**src/rtl/msrv32_instr_fetch_buffer.sv**
```systemverilog
// Fetch buffer between instruction memory and the instruction mux: small {pc,instr} FIFO with a registered output stage.
// Latency 2 edges from accept to output; ready drops when full, stall holds outputs; MSRV32_FETCH_MISALIGN_CHK_EN adds misalignment flagging.
module msrv32_instr_fetch_buffer #(
    parameter int          DEPTH      = 2,
    parameter int          KILL_WORDS = 1,
    parameter logic [31:0] NOP_INSTR  = 32'h0000_0013
) (
    input  logic        ms_riscv32_mp_clk_in,
    input  logic        ms_riscv32_mp_rst_n_in,
    input  logic        instr_valid_in,
    input  logic [31:0] instr_in,
    input  logic [31:0] pc_in,
    output logic        instr_ready_out,
    input  logic        stall_in,
    input  logic        branch_flush_in,
    output logic [31:0] ms_riscv32_mp_instr_out,
    output logic [31:0] pc_out,
    output logic        valid_out,
    output logic        flush_out,
    output logic        instr_misaligned_out
);
    localparam int AW = $clog2(DEPTH);
    localparam int CW = AW + 1;

    logic [31:0]   instr_mem [DEPTH];
    logic [31:0]   pc_mem    [DEPTH];
    logic [AW-1:0] rd_ptr, wr_ptr;
    logic [CW-1:0] count;
    logic [3:0]    kill_cnt;
    logic          accept, push, pop;

    always_comb begin
        instr_ready_out = (count != CW'(DEPTH));
        accept          = instr_valid_in & instr_ready_out & ~branch_flush_in;
        push            = accept & (kill_cnt == 4'd0);
        pop             = ~branch_flush_in & ~stall_in & (count != '0);
    end

    // Storage needs no reset: count gates every read.
    always_ff @(posedge ms_riscv32_mp_clk_in) begin
        if (push) begin
            instr_mem[wr_ptr] <= instr_in;
            pc_mem[wr_ptr]    <= pc_in;
        end
    end

    always_ff @(posedge ms_riscv32_mp_clk_in or negedge ms_riscv32_mp_rst_n_in) begin
        if (!ms_riscv32_mp_rst_n_in) begin
            count    <= '0;
            rd_ptr   <= '0;
            wr_ptr   <= '0;
            kill_cnt <= 4'd0;
        end else if (branch_flush_in) begin
            count    <= '0;
            rd_ptr   <= '0;
            wr_ptr   <= '0;
            kill_cnt <= 4'(KILL_WORDS);
        end else begin
            if (accept && kill_cnt != 4'd0)
                kill_cnt <= kill_cnt - 4'd1;
            if (push)
                wr_ptr <= wr_ptr + AW'(1);
            if (pop)
                rd_ptr <= rd_ptr + AW'(1);
            count <= count + CW'(push) - CW'(pop);
        end
    end

`ifdef MSRV32_FETCH_MISALIGN_CHK_EN
    logic mis_mem [DEPTH];
    logic mis_q;

    always_ff @(posedge ms_riscv32_mp_clk_in) begin
        if (push)
            mis_mem[wr_ptr] <= (pc_in[1:0] != 2'b00);
    end

    // A misaligned head is presented as a valid NOP so the trap logic still sees its PC.
    always_ff @(posedge ms_riscv32_mp_clk_in or negedge ms_riscv32_mp_rst_n_in) begin
        if (!ms_riscv32_mp_rst_n_in) begin
            ms_riscv32_mp_instr_out <= NOP_INSTR;
            pc_out                  <= '0;
            valid_out               <= 1'b0;
            mis_q                   <= 1'b0;
        end else if (branch_flush_in) begin
            ms_riscv32_mp_instr_out <= NOP_INSTR;
            valid_out               <= 1'b0;
            mis_q                   <= 1'b0;
        end else if (!stall_in) begin
            if (pop) begin
                ms_riscv32_mp_instr_out <= mis_mem[rd_ptr] ? NOP_INSTR : instr_mem[rd_ptr];
                pc_out                  <= pc_mem[rd_ptr];
                valid_out               <= 1'b1;
                mis_q                   <= mis_mem[rd_ptr];
            end else begin
                ms_riscv32_mp_instr_out <= NOP_INSTR;
                valid_out               <= 1'b0;
                mis_q                   <= 1'b0;
            end
        end
    end

    assign instr_misaligned_out = mis_q;
`else
    always_ff @(posedge ms_riscv32_mp_clk_in or negedge ms_riscv32_mp_rst_n_in) begin
        if (!ms_riscv32_mp_rst_n_in) begin
            ms_riscv32_mp_instr_out <= NOP_INSTR;
            pc_out                  <= '0;
            valid_out               <= 1'b0;
        end else if (branch_flush_in) begin
            ms_riscv32_mp_instr_out <= NOP_INSTR;
            valid_out               <= 1'b0;
        end else if (!stall_in) begin
            if (pop) begin
                ms_riscv32_mp_instr_out <= instr_mem[rd_ptr];
                pc_out                  <= pc_mem[rd_ptr];
                valid_out               <= 1'b1;
            end else begin
                ms_riscv32_mp_instr_out <= NOP_INSTR;
                valid_out               <= 1'b0;
            end
        end
    end

    assign instr_misaligned_out = 1'b0;
`endif

    assign flush_out = ~valid_out;

endmodule

```
**config.mk**
```make
export PLATFORM = sky130hd
export DESIGN_NAME = msrv32_instr_fetch_buffer
export DESIGN_NICKNAME = d
export VERILOG_FILES = /design/src/rtl/msrv32_instr_fetch_buffer.sv
export SDC_FILE = /design/constraint.sdc
export NUM_CORES = 1
export LEC_CHECK = 0
export BUFFER_PORTS_ARGS = -buffer_cell sky130_fd_sc_hd__buf_2
export CAP_MARGIN = 20
export CELL_PAD_IN_SITES_DETAIL_PLACEMENT = 0
export CELL_PAD_IN_SITES_GLOBAL_PLACEMENT = 2
export CORE_MARGIN = 2
export CORE_UTILIZATION = 35
export CTS_CLUSTER_DIAMETER = 150
export DETAILED_ROUTE_END_ITERATION = 10
export PLACE_DENSITY = 0.75
export SLEW_MARGIN = 30
export SYNTH_ARGS = -nofsm -noshare
export SYNTH_HDL_FRONTEND = slang
export SYNTH_SLANG_ARGS = --single-unit
export TNS_END_PERCENT = 10
```
**constraint.sdc**
```tcl
create_clock -name ms_riscv32_mp_clk_in -period 12.35 [get_ports ms_riscv32_mp_clk_in]
set_input_delay 2.47 -clock ms_riscv32_mp_clk_in [delete_from_list [all_inputs] [get_ports ms_riscv32_mp_clk_in]]
set_output_delay 2.47 -clock ms_riscv32_mp_clk_in [all_outputs]
set_load 0.05 [all_outputs]
```
* Word-level counts from Yosys, hierarchy flattened
Memories as Yosys holds them, arrays and structs flattened. A register that Yosys moved wholly into a read port is not among the register bits. Cells that the tools add are included.
Operators by class: bitwise gates (word level) 8, reduce and logical (&&, ||, !) cells 9, muxes and demuxes 15, add/sub/neg operators 5, equality and inequality tests 2
Operators by type and width (number):
- $mux 32 | 3
- $mux 1 | 9
- $mux 4 | 2
- $reduce_bool 2->1 | 4
- $and 1x1->1 | 5
- $logic_not 4->1 | 1
- $reduce_bool 4->1 | 1
- $sub 4x1->4 const B | 1
- $not 1->1 | 3
- $reduce_and 3->1 | 1
- $add 1x1->1 const B | 2
- $add 2x1->2 | 1
- $mux 2 | 1
- $ne 2x1->1 const B | 1
- $ne 2x2->1 const B | 1
- $sub 2x1->2 | 1
- $logic_and 1x1->1 | 1
- $logic_not 1->1 | 1
Storage, ports and cells: bits in writable memories 128, output and inout bits 68, bits in registers 41, logic and storage cells 47, memories 2
Memory list:
- instr_mem | depth 2, width 32, rd ports 1, clocked after Yosys merged registers in 0, wr ports 1, RTL line 25 | logic [31:0] instr_mem [DEPTH];
- pc_mem | depth 2, width 32, rd ports 1, clocked after Yosys merged registers in 1, wr ports 1, RTL line 26 | logic [31:0] pc_mem [DEPTH];

* Longest topological paths before layout
word-level depth 7, gate-level depth with buffers 10, mapped depth without buffers 10

* Worst setup path before layout
OpenSTA, ideal clock, no wires.
kind input -> register, from input branch_flush_in, to memory instr_mem[0][0] (enable), library setup time 0.487 ns, arrival 5.731 ns, data required time 11.863 ns, setup slack 6.132 ns, path buffers 1, cell stages on the path 4, path through clkbuf_1 nor2b_1 nand3_1 nor2_1
On the way: cells in the longest elaborated chain, start to end 5
Ends and longest elaborated chain:
- from (decl) | RTL line 15 | input logic branch_flush_in,
- $not 1->1 (no source line)
- $and 1x1->1 | RTL line 34 | accept = instr_valid_in & instr_ready_out & ~branch_flush_in;
- $and 1x1->1 | RTL line 35 | push = accept & (kill_cnt == 4'd0);
- $mux 1 | RTL line 41 | if (push) begin
- $mux 1 (not written as such) | RTL line 42 | instr_mem[wr_ptr] <= instr_in;
- to (decl) | RTL line 25
No other way between the ends.

* Worst setup path after layout
from input branch_flush_in, to memory pc_mem[0][15] (enable)
On the way: cells in the longest elaborated chain, start to end 5
Ends and longest elaborated chain:
- $not 1->1 (no source line)
- $and 1x1->1 | RTL line 34
- $and 1x1->1 | RTL line 35
- $mux 1 | RTL line 41
- $mux 1 (not written as such) | RTL line 43 | pc_mem[wr_ptr] <= pc_in;
- to (decl) | RTL line 26
No other way between the ends.

==> reports/results.ini <==
[run_status]
outcome = finished clean

[sta]
final.setup.worst_slack_ps = 7880
setup_viol_count_final = 0
maxSlewHeadroom_pct = 46.8
fin_skew_ps = 20.1
maxSlewViolCount = 0
period_needed_ps = 4470
finalHoldViolCount = 0
fmaxAchievable_ghz = 0.224
tns_ps = 0
fin_crit_sh_pct = 36.2
worst_slew_pin_slew_ps = 798
rsz0062_at_grt = false

[critical_path]
end_kind = flip-flop
r2r_slack_ps = 9580
timing.rr.end = pc_mem[0][15]
crit_end = pc_mem[0][15]
crit_path_max_fanout = 47
reg2reg_depth = 6
path_cells = buf_2, buf_4, nor2b_1, nand3_1, nor2_4, buf_4
crit_type = input pin to flip-flop
critical-path-slowest-cell = buf_4
path_buf_inv = 3
path_common_cell = buf_4
r2r_start = kill_cnt[0]
worstPathRequired_ps = 12470
max_stage_delay_ps = 600
crit_path_start = branch_flush_in
startpoint_type = input pin
cp_top_family = simple AND/OR/NAND/NOR gates
cp.depth = 6
worstPathArrival_ps = 4580

[route]
avgViaCountPerCell = 4.63
remaining_drc_errors = 0
drtIter0Drc = 147
firstDrtPassIters = 4
wl_per_cell_um = 16.6
vias = 4134
wirelength_um = 14800
ant_nets = 0

[synthesis]
synth_cells = 463
yosysWarnings = 0
synth_top_area_share_pct = 50.6
synth_area_um2 = 7590
synth_mux_area_share_pct = 9.13
seq_area_frac_synth_pct = 74.7
synth_fa_ha_area_share_pct = 0.494
synth.net_count = 535
synth_compound_area_share_pct = 9.31
synth_largest_area_cell = edfxtp_1
ys_seq_elements = 201
synth_area_leaders = edfxtp_1 51%, dfrtp_1 23%, mux2i_1 8.8%
yosys.area_share.simple_pct = 3.40
synthDistinctLibCells = 29
synth_top_family_by_area = compound AO/OA/AOI/OAI gates
synthXorXnorAreaFrac_pct = 0.346
synth.avg_cell_area_um2 = 16.4

[global_route]
grt_usage_pct = 12.8
top_usage_layer = met2
grt_pass1_vias = 4179
grt.met3_usage_pct = 2.53
grt_overflow = 0
gr-usage-met1_pct = 16.4
grt_pass1_wl_um = 22600
grt_max_degree = 74
met2_usage_pct = 21.9
antenna_found_initial = 2

[pwr]
ir_drop_uv = 107
powerDensity_nw_per_um2 = 196
power.total_mw = 1.80
power_leakage_nw = 3.61

[placed_design]
place_congestion = 0.730
pre_cts_ws_ps = 7320
dp_hpwl_um = 9760
place_area_um2 = 8530
io_buffers = 135

[cts]
cts_buffers = 21
clkTransAtPathRegs_ps = 60
postCtsHoldBufs = 0
cts_setup_buffers = 0
clock_latency_ps = 500
cts_sinks = 201
root_buffer = clkbuf_16
cts_resized = 0
cts_tree = built
clockBufferDepth = 3
cts_max_level = 1

[cells_and_area]
fin_nets = 673
final_area_um2 = 9210
area_growth_pct = 21.3
nFillCells = 1902
post-route-util_pct = 43.5
drive_gt1_share_pct = 39.3

[floorplanning]
die_w_um = 151
fp.dieH_um = 151
die_area_um2 = 22900
start_util_pct = 35.9
ios = 137
core_um2 = 21200
num_rows = 53

[worst_hold_path]
hp-start = ms_riscv32_mp_instr_out[5]
hold_class = flip-flop to flip-flop

[job]
cap_violations = 0

[metrics by stage]
step | hold slack [ps] | cells
floorplan | 469 | 463
global placement | 462 | 852
detailed placement | 463 | 853
CTS | 477 | 891
global route | 500 | 892
finish | 469 | 892
[cell type report]
| type | count | area [um^2] | share of cell area (%) |
|---|---|---|---|
| Sequential cell | 201 | 5680 | 61.6 |
| Multi-Input combinational cell | 229 | 1750 | 18.9 |
| Timing Repair Buffer | 141 | 743 | 8.07 |
| Clock buffer | 24 | 537 | 5.83 |
| Tap cell | 275 | 344 | 3.74 |
| Clock inverter | 14 | 135 | 1.47 |
| Inverter | 7 | 26.3 | 0.285 |
| Antenna cell | 1 | 2.50 | 0.0272 |
[state kept, by name (all words and copies together), names as in the netlist]
signal / flops
ms_riscv32_mp_instr_out: 32
rd_ptr: 1
pc_out: 32
wr_ptr: 1
kill_cnt: 4
valid_out: 1
instr_mem: 64
pc_mem: 64
count: 2
[how the worst min path moves through the flow]
stage | to | slack, ps | cells after the start
floorplan | wr_ptr | 470 | 1
finish | ms_riscv32_mp_instr_out[5] | 470 | 2
global placement | ms_riscv32_mp_instr_out[29] | 460 | 2
global route | ms_riscv32_mp_instr_out[15] | 500 | 2
CTS | ms_riscv32_mp_instr_out[5] | 480 | 2
detailed placement | ms_riscv32_mp_instr_out[5] | 460 | 2
[power breakdown]
group          total, mW  internal [mW]  switching [mW]
registers          0.824          0.784          0.0404
clock network      0.610          0.357           0.252
logic              0.370         0.0964           0.273
[worst reg2reg max path, stage by stage (launching register included)]
cell and delay (ps):
dfrtp_1 400, inv_1 70, ha_1 180, nor3b_1 230, nand3_1 280, nor2_4 590, buf_4 610
[logic make-up after synthesis]
kind of cell | after synthesis
other cells | 1
flops | 201
fa+ha+maj | 3
buf+inv | 33
compound gates | 97
mux | 69
simple gates | 56
xor+xnor | 3
[layout by cell type (no fill, tap or decap), types with 2 or more instances in the layout]
master,instances
o21ai_1,4
nor2_4,2
nor2_1,4
clkbuf_16,21
dfrtp_1,69
clkinv_2,6
mux2_2,2
nor2b_1,3
buf_4,4
a21oi_1,2
nand3_1,3
o21ai_2,55
clkinvlp_4,2
dfstp_2,3
inv_1,7
nand2b_1,6
xor2_1,2
nand2_1,31
inv_6,2
o21ai_0,34
buf_6,2
ha_1,3
clkbuf_1,3
mux2i_1,67
nor3_1,3
edfxtp_1,128
bufinv_16,2
buf_2,134
[routing by layer]
layer | share of wire [%] | vias to the layer above
li1 | - | 1986
met1 | 41 | 2022
met2 | 51 | 98
met3 | 5.1 | 26
met4 | 2.4 | 2
met5 | 0.088 | -
[cells in the mapped netlist]
library cell	count
edfxtp_1	128
o21ai_1	4
nor2b_1	4
o21bai_4	1
o21ai_0	34
o21ai_2	55
a21oi_1	2
nand2b_1	6
or2_1	1
nor3b_1	1
mux2_2	2
nor2_1	6
dfrtp_1	70
clkbuf_1	11
o22ai_1	1
buf_6	7
nand3_1	3
buf_2	6
inv_1	7
and4bb_2	1
xnor2_1	1
ha_1	3
nand2_1	31
conb_1	1
dfstp_2	3
xor2_1	2
mux2i_1	67
buf_4	2
nor3_1	3
(Power assumes the default switching activity.)
